===== src/rtl/multi_breathing_seq.sv =====
// Breathing-LED engine for NUM_CH outputs. Each output is driven by a PWM whose duty ramps up and back down.
// The engine can step through the enabled channels one at a time, or breathe all enabled channels in lockstep.
module multi_breathing_seq #(
  parameter int NUM_CH   = 4,
  parameter int DEPTH    = 8,
  parameter int PRESCALE = 173,
  parameter int RAMP_W   = 4,
  parameter int CNT_W    = 4
) (
  input  logic                      clk_i,
  input  logic                      reset_i,
  input  logic                      start_i,
  input  logic                      stop_i,
  input  logic                      par_mode_i,
  input  logic [RAMP_W-1:0]         ramp_mult_i,
  input  logic [CNT_W-1:0]          breaths_i,
  input  logic [NUM_CH-1:0]         ch_mask_i,
  input  logic [NUM_CH-1:0]         invert_i,
  output logic [NUM_CH-1:0]         led_out_o,
  output logic [$clog2(NUM_CH)-1:0] active_ch_o,
  output logic                      busy_o,
  output logic                      done_o
);

  localparam int AW   = $clog2(NUM_CH);
  localparam int PS_W = (PRESCALE > 1) ? $clog2(PRESCALE) : 1;
  localparam logic [PS_W-1:0]  PS_LAST  = PS_W'(PRESCALE - 1);
  localparam logic [DEPTH-1:0] DUTY_PRE = DEPTH'((2 ** DEPTH) - 2);

  typedef enum logic [1:0] {IDLE, RUN, FINISH} state_t;

  state_t            state_q, state_d;
  logic [PS_W-1:0]   ps_q, ps_d;
  logic [DEPTH-1:0]  pwm_q, pwm_d, duty_q, duty_d;
  logic [RAMP_W-1:0] ramp_q, ramp_d, ramp_cfg_q, ramp_cfg_d;
  logic [CNT_W-1:0]  bcnt_q, bcnt_d, breaths_cfg_q, breaths_cfg_d;
  logic              down_q, down_d, par_q, par_d;
  logic [AW-1:0]     active_q, active_d;
  logic [NUM_CH-1:0] mask_q, mask_d, inv_q, inv_d, led_q, led_d;

  logic              launch, tick, period_end, has_next;
  logic [RAMP_W-1:0] ramp_last;
  logic [CNT_W-1:0]  breaths_eff;
  logic [AW-1:0]     first_ch, next_ch;
  logic [NUM_CH-1:0] sel;

  assign launch      = start_i & ~stop_i & (|ch_mask_i);
  assign tick        = (ps_q == PS_LAST);
  assign period_end  = tick & (&pwm_q);
  assign ramp_last   = (ramp_cfg_q == '0) ? '0 : ramp_cfg_q - 1'b1;
  assign breaths_eff = (breaths_cfg_q == '0) ? CNT_W'(1) : breaths_cfg_q;
  assign sel         = par_q ? mask_q : (NUM_CH'(1) << active_q);

  // Descending scan so the last hit wins: gives the lowest qualifying bit.
  always_comb begin
    first_ch = '0;
    next_ch  = '0;
    has_next = 1'b0;
    for (int i = NUM_CH - 1; i >= 0; i--) begin
      if (ch_mask_i[i]) first_ch = AW'(i);
      if (mask_q[i] && (i > int'(active_q))) begin
        has_next = 1'b1;
        next_ch  = AW'(i);
      end
    end
  end

  always_comb begin
    state_d       = state_q;
    ps_d          = ps_q;
    pwm_d         = pwm_q;
    ramp_d        = ramp_q;
    duty_d        = duty_q;
    down_d        = down_q;
    bcnt_d        = bcnt_q;
    active_d      = active_q;
    par_d         = par_q;
    ramp_cfg_d    = ramp_cfg_q;
    breaths_cfg_d = breaths_cfg_q;
    mask_d        = mask_q;
    inv_d         = inv_q;
    led_d         = '0;
    case (state_q)
      IDLE: begin
        if (launch) begin
          state_d       = RUN;
          ps_d          = '0;
          pwm_d         = '0;
          ramp_d        = '0;
          duty_d        = '0;
          down_d        = 1'b0;
          bcnt_d        = '0;
          active_d      = par_mode_i ? '0 : first_ch;
          par_d         = par_mode_i;
          ramp_cfg_d    = ramp_mult_i;
          breaths_cfg_d = breaths_i;
          mask_d        = ch_mask_i;
          inv_d         = invert_i;
          // Duty starts at 0, so the first RUN cycle shows only the polarity.
          led_d         = invert_i;
        end
      end
      RUN: begin
        if (stop_i) begin
          state_d  = IDLE;
          active_d = '0;
        end else begin
          led_d = inv_q ^ (sel & {NUM_CH{pwm_q < duty_q}});
          ps_d  = tick ? '0 : ps_q + 1'b1;
          if (tick) pwm_d = pwm_q + 1'b1;
          if (period_end) begin
            if (ramp_q == ramp_last) begin
              ramp_d = '0;
              if (!down_q) begin
                duty_d = duty_q + 1'b1;
                if (duty_q == DUTY_PRE) down_d = 1'b1;
              end else begin
                duty_d = duty_q - 1'b1;
                if (duty_q == DEPTH'(1)) begin
                  down_d = 1'b0;
                  if (bcnt_q + 1'b1 == breaths_eff) begin
                    bcnt_d = '0;
                    if (!par_q && has_next) begin
                      active_d = next_ch;
                    end else begin
                      state_d  = FINISH;
                      led_d    = '0;
                      active_d = '0;
                    end
                  end else begin
                    bcnt_d = bcnt_q + 1'b1;
                  end
                end
              end
            end else begin
              ramp_d = ramp_q + 1'b1;
            end
          end
        end
      end
      FINISH:  state_d = IDLE;
      default: state_d = IDLE;
    endcase
  end

  always_ff @(posedge clk_i or posedge reset_i) begin
    if (reset_i) begin
      state_q       <= IDLE;
      ps_q          <= '0;
      pwm_q         <= '0;
      ramp_q        <= '0;
      duty_q        <= '0;
      down_q        <= 1'b0;
      bcnt_q        <= '0;
      active_q      <= '0;
      par_q         <= 1'b0;
      ramp_cfg_q    <= '0;
      breaths_cfg_q <= '0;
      mask_q        <= '0;
      inv_q         <= '0;
      led_q         <= '0;
    end else begin
      state_q       <= state_d;
      ps_q          <= ps_d;
      pwm_q         <= pwm_d;
      ramp_q        <= ramp_d;
      duty_q        <= duty_d;
      down_q        <= down_d;
      bcnt_q        <= bcnt_d;
      active_q      <= active_d;
      par_q         <= par_d;
      ramp_cfg_q    <= ramp_cfg_d;
      breaths_cfg_q <= breaths_cfg_d;
      mask_q        <= mask_d;
      inv_q         <= inv_d;
      led_q         <= led_d;
    end
  end

  assign led_out_o   = led_q;
  assign active_ch_o = active_q;
  assign busy_o      = (state_q == RUN);
  assign done_o      = (state_q == FINISH);

endmodule


===== config.mk =====
export PLATFORM = sky130hd
export DESIGN_NAME = multi_breathing_seq
export DESIGN_NICKNAME = d
export VERILOG_FILES = /design/src/rtl/multi_breathing_seq.sv
export SDC_FILE = /design/constraint.sdc
export NUM_CORES = 1
export LEC_CHECK = 0
export BUFFER_PORTS_ARGS = -buffer_cell sky130_fd_sc_hd__buf_2
export CAP_MARGIN = 10
export CELL_PAD_IN_SITES_DETAIL_PLACEMENT = 1
export CELL_PAD_IN_SITES_GLOBAL_PLACEMENT = 1
export CORE_MARGIN = 4
export CORE_UTILIZATION = 41
export DETAILED_ROUTE_END_ITERATION = 12
export HOLD_SLACK_MARGIN = 0.06
export PLACE_DENSITY = 0.79
export SLEW_MARGIN = 15
export SYNTH_ARGS = -nofsm -noshare
export SYNTH_HDL_FRONTEND = slang
export SYNTH_SLANG_ARGS = --single-unit

===== constraint.sdc =====
create_clock -name clk_i -period 2.75 [get_ports clk_i]
set_input_delay 0.4125 -clock clk_i [delete_from_list [all_inputs] [get_ports clk_i]]
set_output_delay 0.4125 -clock clk_i [all_outputs]
set_load 0.01 [all_outputs]

==> flow_summary.toml <==
[final_layout]
drive_gt1_share_pct = 17.71
synthToLayoutAreaGrowth_pct = 15.26
mostFrequentLayoutCells = "78 x nand2_1, 58 x dfrtp_1, 28 x buf_2"
fillCellCount = 1001
fin_cells = 551
n_antenna_cell = 0
final_util_pct = 48.86
design_area_sq_um = 4055
final_nets = 478
mostFrequentLayoutCell = "nand2_1"

[critical_path]
cpPeakStageDelay_ns = 0.62
critPathRequiredTime_ns = 2.98
crit_fanout = 3
critPathLaunchType = "flip-flop"
critPathCaptureType = "flip-flop"
crit_chain = "ha_1 > nor2_1 > or4b_2 > a311oi_2 > a31o_2 > mux2_2"
worstPathArrival_ns = 2.88
cp_top_family = "simple AND/OR/NAND/NOR gates"
critical_path_buf_inv_count = 0
critPathSlowestCell = "or4b_2"
worstSetupPathType = "reg2reg"

[route]
wl_met1_mm = 4.417
ant_nets = 0
drt-total-wl_mm = 9.667
vias = 3102
dr_wl_met3_um = 303
drtIter0Drc = 114
wl_met2_mm = 4.800
first_pass_iters = 4
highest_layer = "met4"
drc_errors = 0
via_per_inst = 5.630
wl_per_cell_um = 17.54

[die]
die_h_um = 100.6
core_sq_um = 8299
initial_core_util_pct = 42.39
dieArea_sq_um = 10130
die_w_um = 100.6
ioPinCount = 29
fp-row-count = 33

[timing]
holdWs_ns = 0.1492
worstMarginPinSlew_ns = 0.6468
fin_setup_tns_ns = 0
fin_skew_ns = 0.01094
drv_slew = 0
fmax_ghz = 0.3776
setup_viol = 0
hold_violations = 0
slew_headroom_pct = 56.78
fin_crit_sh_pct = 96.31
setup_slack_ns = 0.1014
period_minus_slack_ns = 2.649

[placed_design]
dp.cells = 535
port_buffers = 28
gp_congestion = 0.8473
hpwl_mm = 7.174
post_dp_cell_area_sq_um = 3862
pre_cts_ws_ns = -0.02128

[synthesis]
synth_enable_flop_cells = 0
synth.avg_cell_area_sq_um = 8.796
ys.warnings.count = 0
synth.top_cell.area_share_pct = 41.25
ys.flop_type = "dfrtp_1"
yosysTopAreaCell = "dfrtp_1"
ys_seq_area_share_pct = 41.25
synthCells = 400
synth.distinct_cells = 57
synthTopCellsByArea = "dfrtp_1 41%, nand2_1 8.3%, ha_1 5.7%, xor2_1 3.2%, nor2_1 2.8%"
syn-cell-area_sq_um = 3518
synth_fp_nets = 437
synth-seq-cells = 58
asyncSetResetFlopFracSynth_pct = 100.0

[clocking]
clk_path_buf_depth = 2
cts_tree = "built"
clock_sinks = 58
cts-htree-levels = 3
cts_buffers = 9
clkLatencyLatePin_ns = 0.35
ctsHoldBuffers = 0
post-cts-setup-buffers = 0
cts.clk_slew.worst_paths_ns = 0.08
clockRootBuffer = "clkbuf_8"

[pwr]
swShare_pct = 40.71
power_frac_seq_pct = 40.3
pwr-share-comb_pct = 37.9
power.share.clock_pct = 21.8
internal_power_mw = 1.933
power_density_nw_per_um2 = 804.1
p_leak_nw = 1.867
vdd_drop_max_mv = 0.3662
p_switching_mw = 1.328
p_total_mw = 3.261

[run_status]
outcome = "complete, no violations"

[global_route]
grt_max_degree = 32
track_usage_pct = 19.89
grt_pass1_wl_mm = 15.95
grt_overflow = 0
antenna_found_initial = 0
grt_pass1_vias = 3284

[job]
cap_violations = 0

[hold_path]
hp-class = "in2async"
-- power by group through the flow --
stage | clock (mW) | combinational, mW | sequential, mW
6_report | 0.710 | 1.24 | 1.32
5_1_grt | 0.773 | 1.38 | 1.35
4_1_cts | 0.724 | 1.22 | 1.31
3_5_place_dp | 0 | 1.21 | 1.33
3_3_place_gp | 0 | 1.15 | 1.31
2_1_floorplan | 0 | 0.869 | 1.26
-- timing repair --
| item | 4_1_cts | 5_1_grt |
|---|---|---|
| cloned | 0 | 0 |
| resized for setup | 1 | 4 |
| endpoints found under the setup margin | 2 | 11 |
| pin swaps | 0 | 1 |
-- sequential cells by signal, summed over array words and instances, names as in the netlist --
name           count
ramp_cfg_q         4
mask_q             4
pwm_q              8
par_q              1
ps_q               8
inv_q              4
bcnt_q             4
active_ch_o        2
state_q            2
ramp_q             4
breaths_cfg_q      4
duty_q             8
led_out_o          4
down_q             1
-- synthesized netlist by cell type (2+ instances only) --
master / instances
nand2_1: 78
dfrtp_1: 58
nor2_1: 26
inv_1: 17
o21ai_0: 17
a21oi_1: 16
ha_1: 16
nand2b_1: 15
xor2_1: 13
nand3_1: 11
nand4_1: 11
xnor2_1: 11
clkbuf_1: 10
nor3_1: 8
nor4_1: 7
nor2b_1: 6
or3_1: 6
a211oi_1: 5
a31oi_1: 5
and3_1: 5
mux2_2: 5
mux2i_1: 5
nor3b_1: 3
o211ai_1: 3
o22ai_1: 3
or4_1: 3
a31o_2: 2
buf_2: 2
nand3b_1: 2
o21ba_2: 2
o31a_1: 2
o31ai_1: 2
-- cell type report --
class	count	area, sq um	share of cell area, %
Multi-Input combinational cell	312	1976	48.72
Sequential cell	58	1451	35.79
Timing Repair Buffer	42	257.7	6.356
Clock buffer	11	141.4	3.487
Tap cell	105	131.4	3.240
Inverter	18	67.56	1.666
Clock inverter	5	30.03	0.7405
-- worst register-to-register path, delay by kind of cell, from the launching register on --
family,cells,cell delay [ns]
adders and majority gates,1,0.34
AOI/OAI and AO/OA,2,0.70
and+or+nand+nor,2,0.76
muxes,1,0.34
DFF,1,0.40
-- kinds of logic after synthesis --
| group | after synthesis | share of synthesized area (%) |
|---|---|---|
| AOI/OAI and AO/OA | 73 | 13.73 |
| muxes | 10 | 3.023 |
| xor gates and xnor gates | 24 | 5.974 |
| buffers and inverters | 30 | 3.272 |
| DFF | 58 | 41.25 |
| adders and majority gates | 16 | 5.690 |
| and+or+nand+nor | 189 | 27.06 |
-- metal layers --
metal | global-route usage (%) | up-vias
met1 | 25.77 | 1563
met5 | 0 | -
met2 | 33.57 | 43
met3 | 3.806 | 11
met4 | 6.010 | 0
li1 | - | 1485
-- path summary, 6_finish.rpt --
path	to	cells after the start	start	slack, ns
min in group clk_i	breaths_cfg_q[2]$_DFFE_PP0P_	3	breaths_i[2]	0.25
setup reg to reg	active_ch_o[1]$_DFFE_PP0P_	6	bcnt_q[0]$_DFFE_PP0P_	0.10
max in group asynchronous	duty_q[4]$_DFFE_PP0P_	3	reset_i	2.00
setup / recovery	active_ch_o[1]$_DFFE_PP0P_	6	bcnt_q[0]$_DFFE_PP0P_	0.10
hold / removal	inv_q[3]$_DFFE_PP0P_	2	reset_i	0.15
hold reg to reg	mask_q[0]$_DFFE_PP0P_	2	mask_q[0]$_DFFE_PP0P_	0.49
Power figures use the tool's default switching activity.
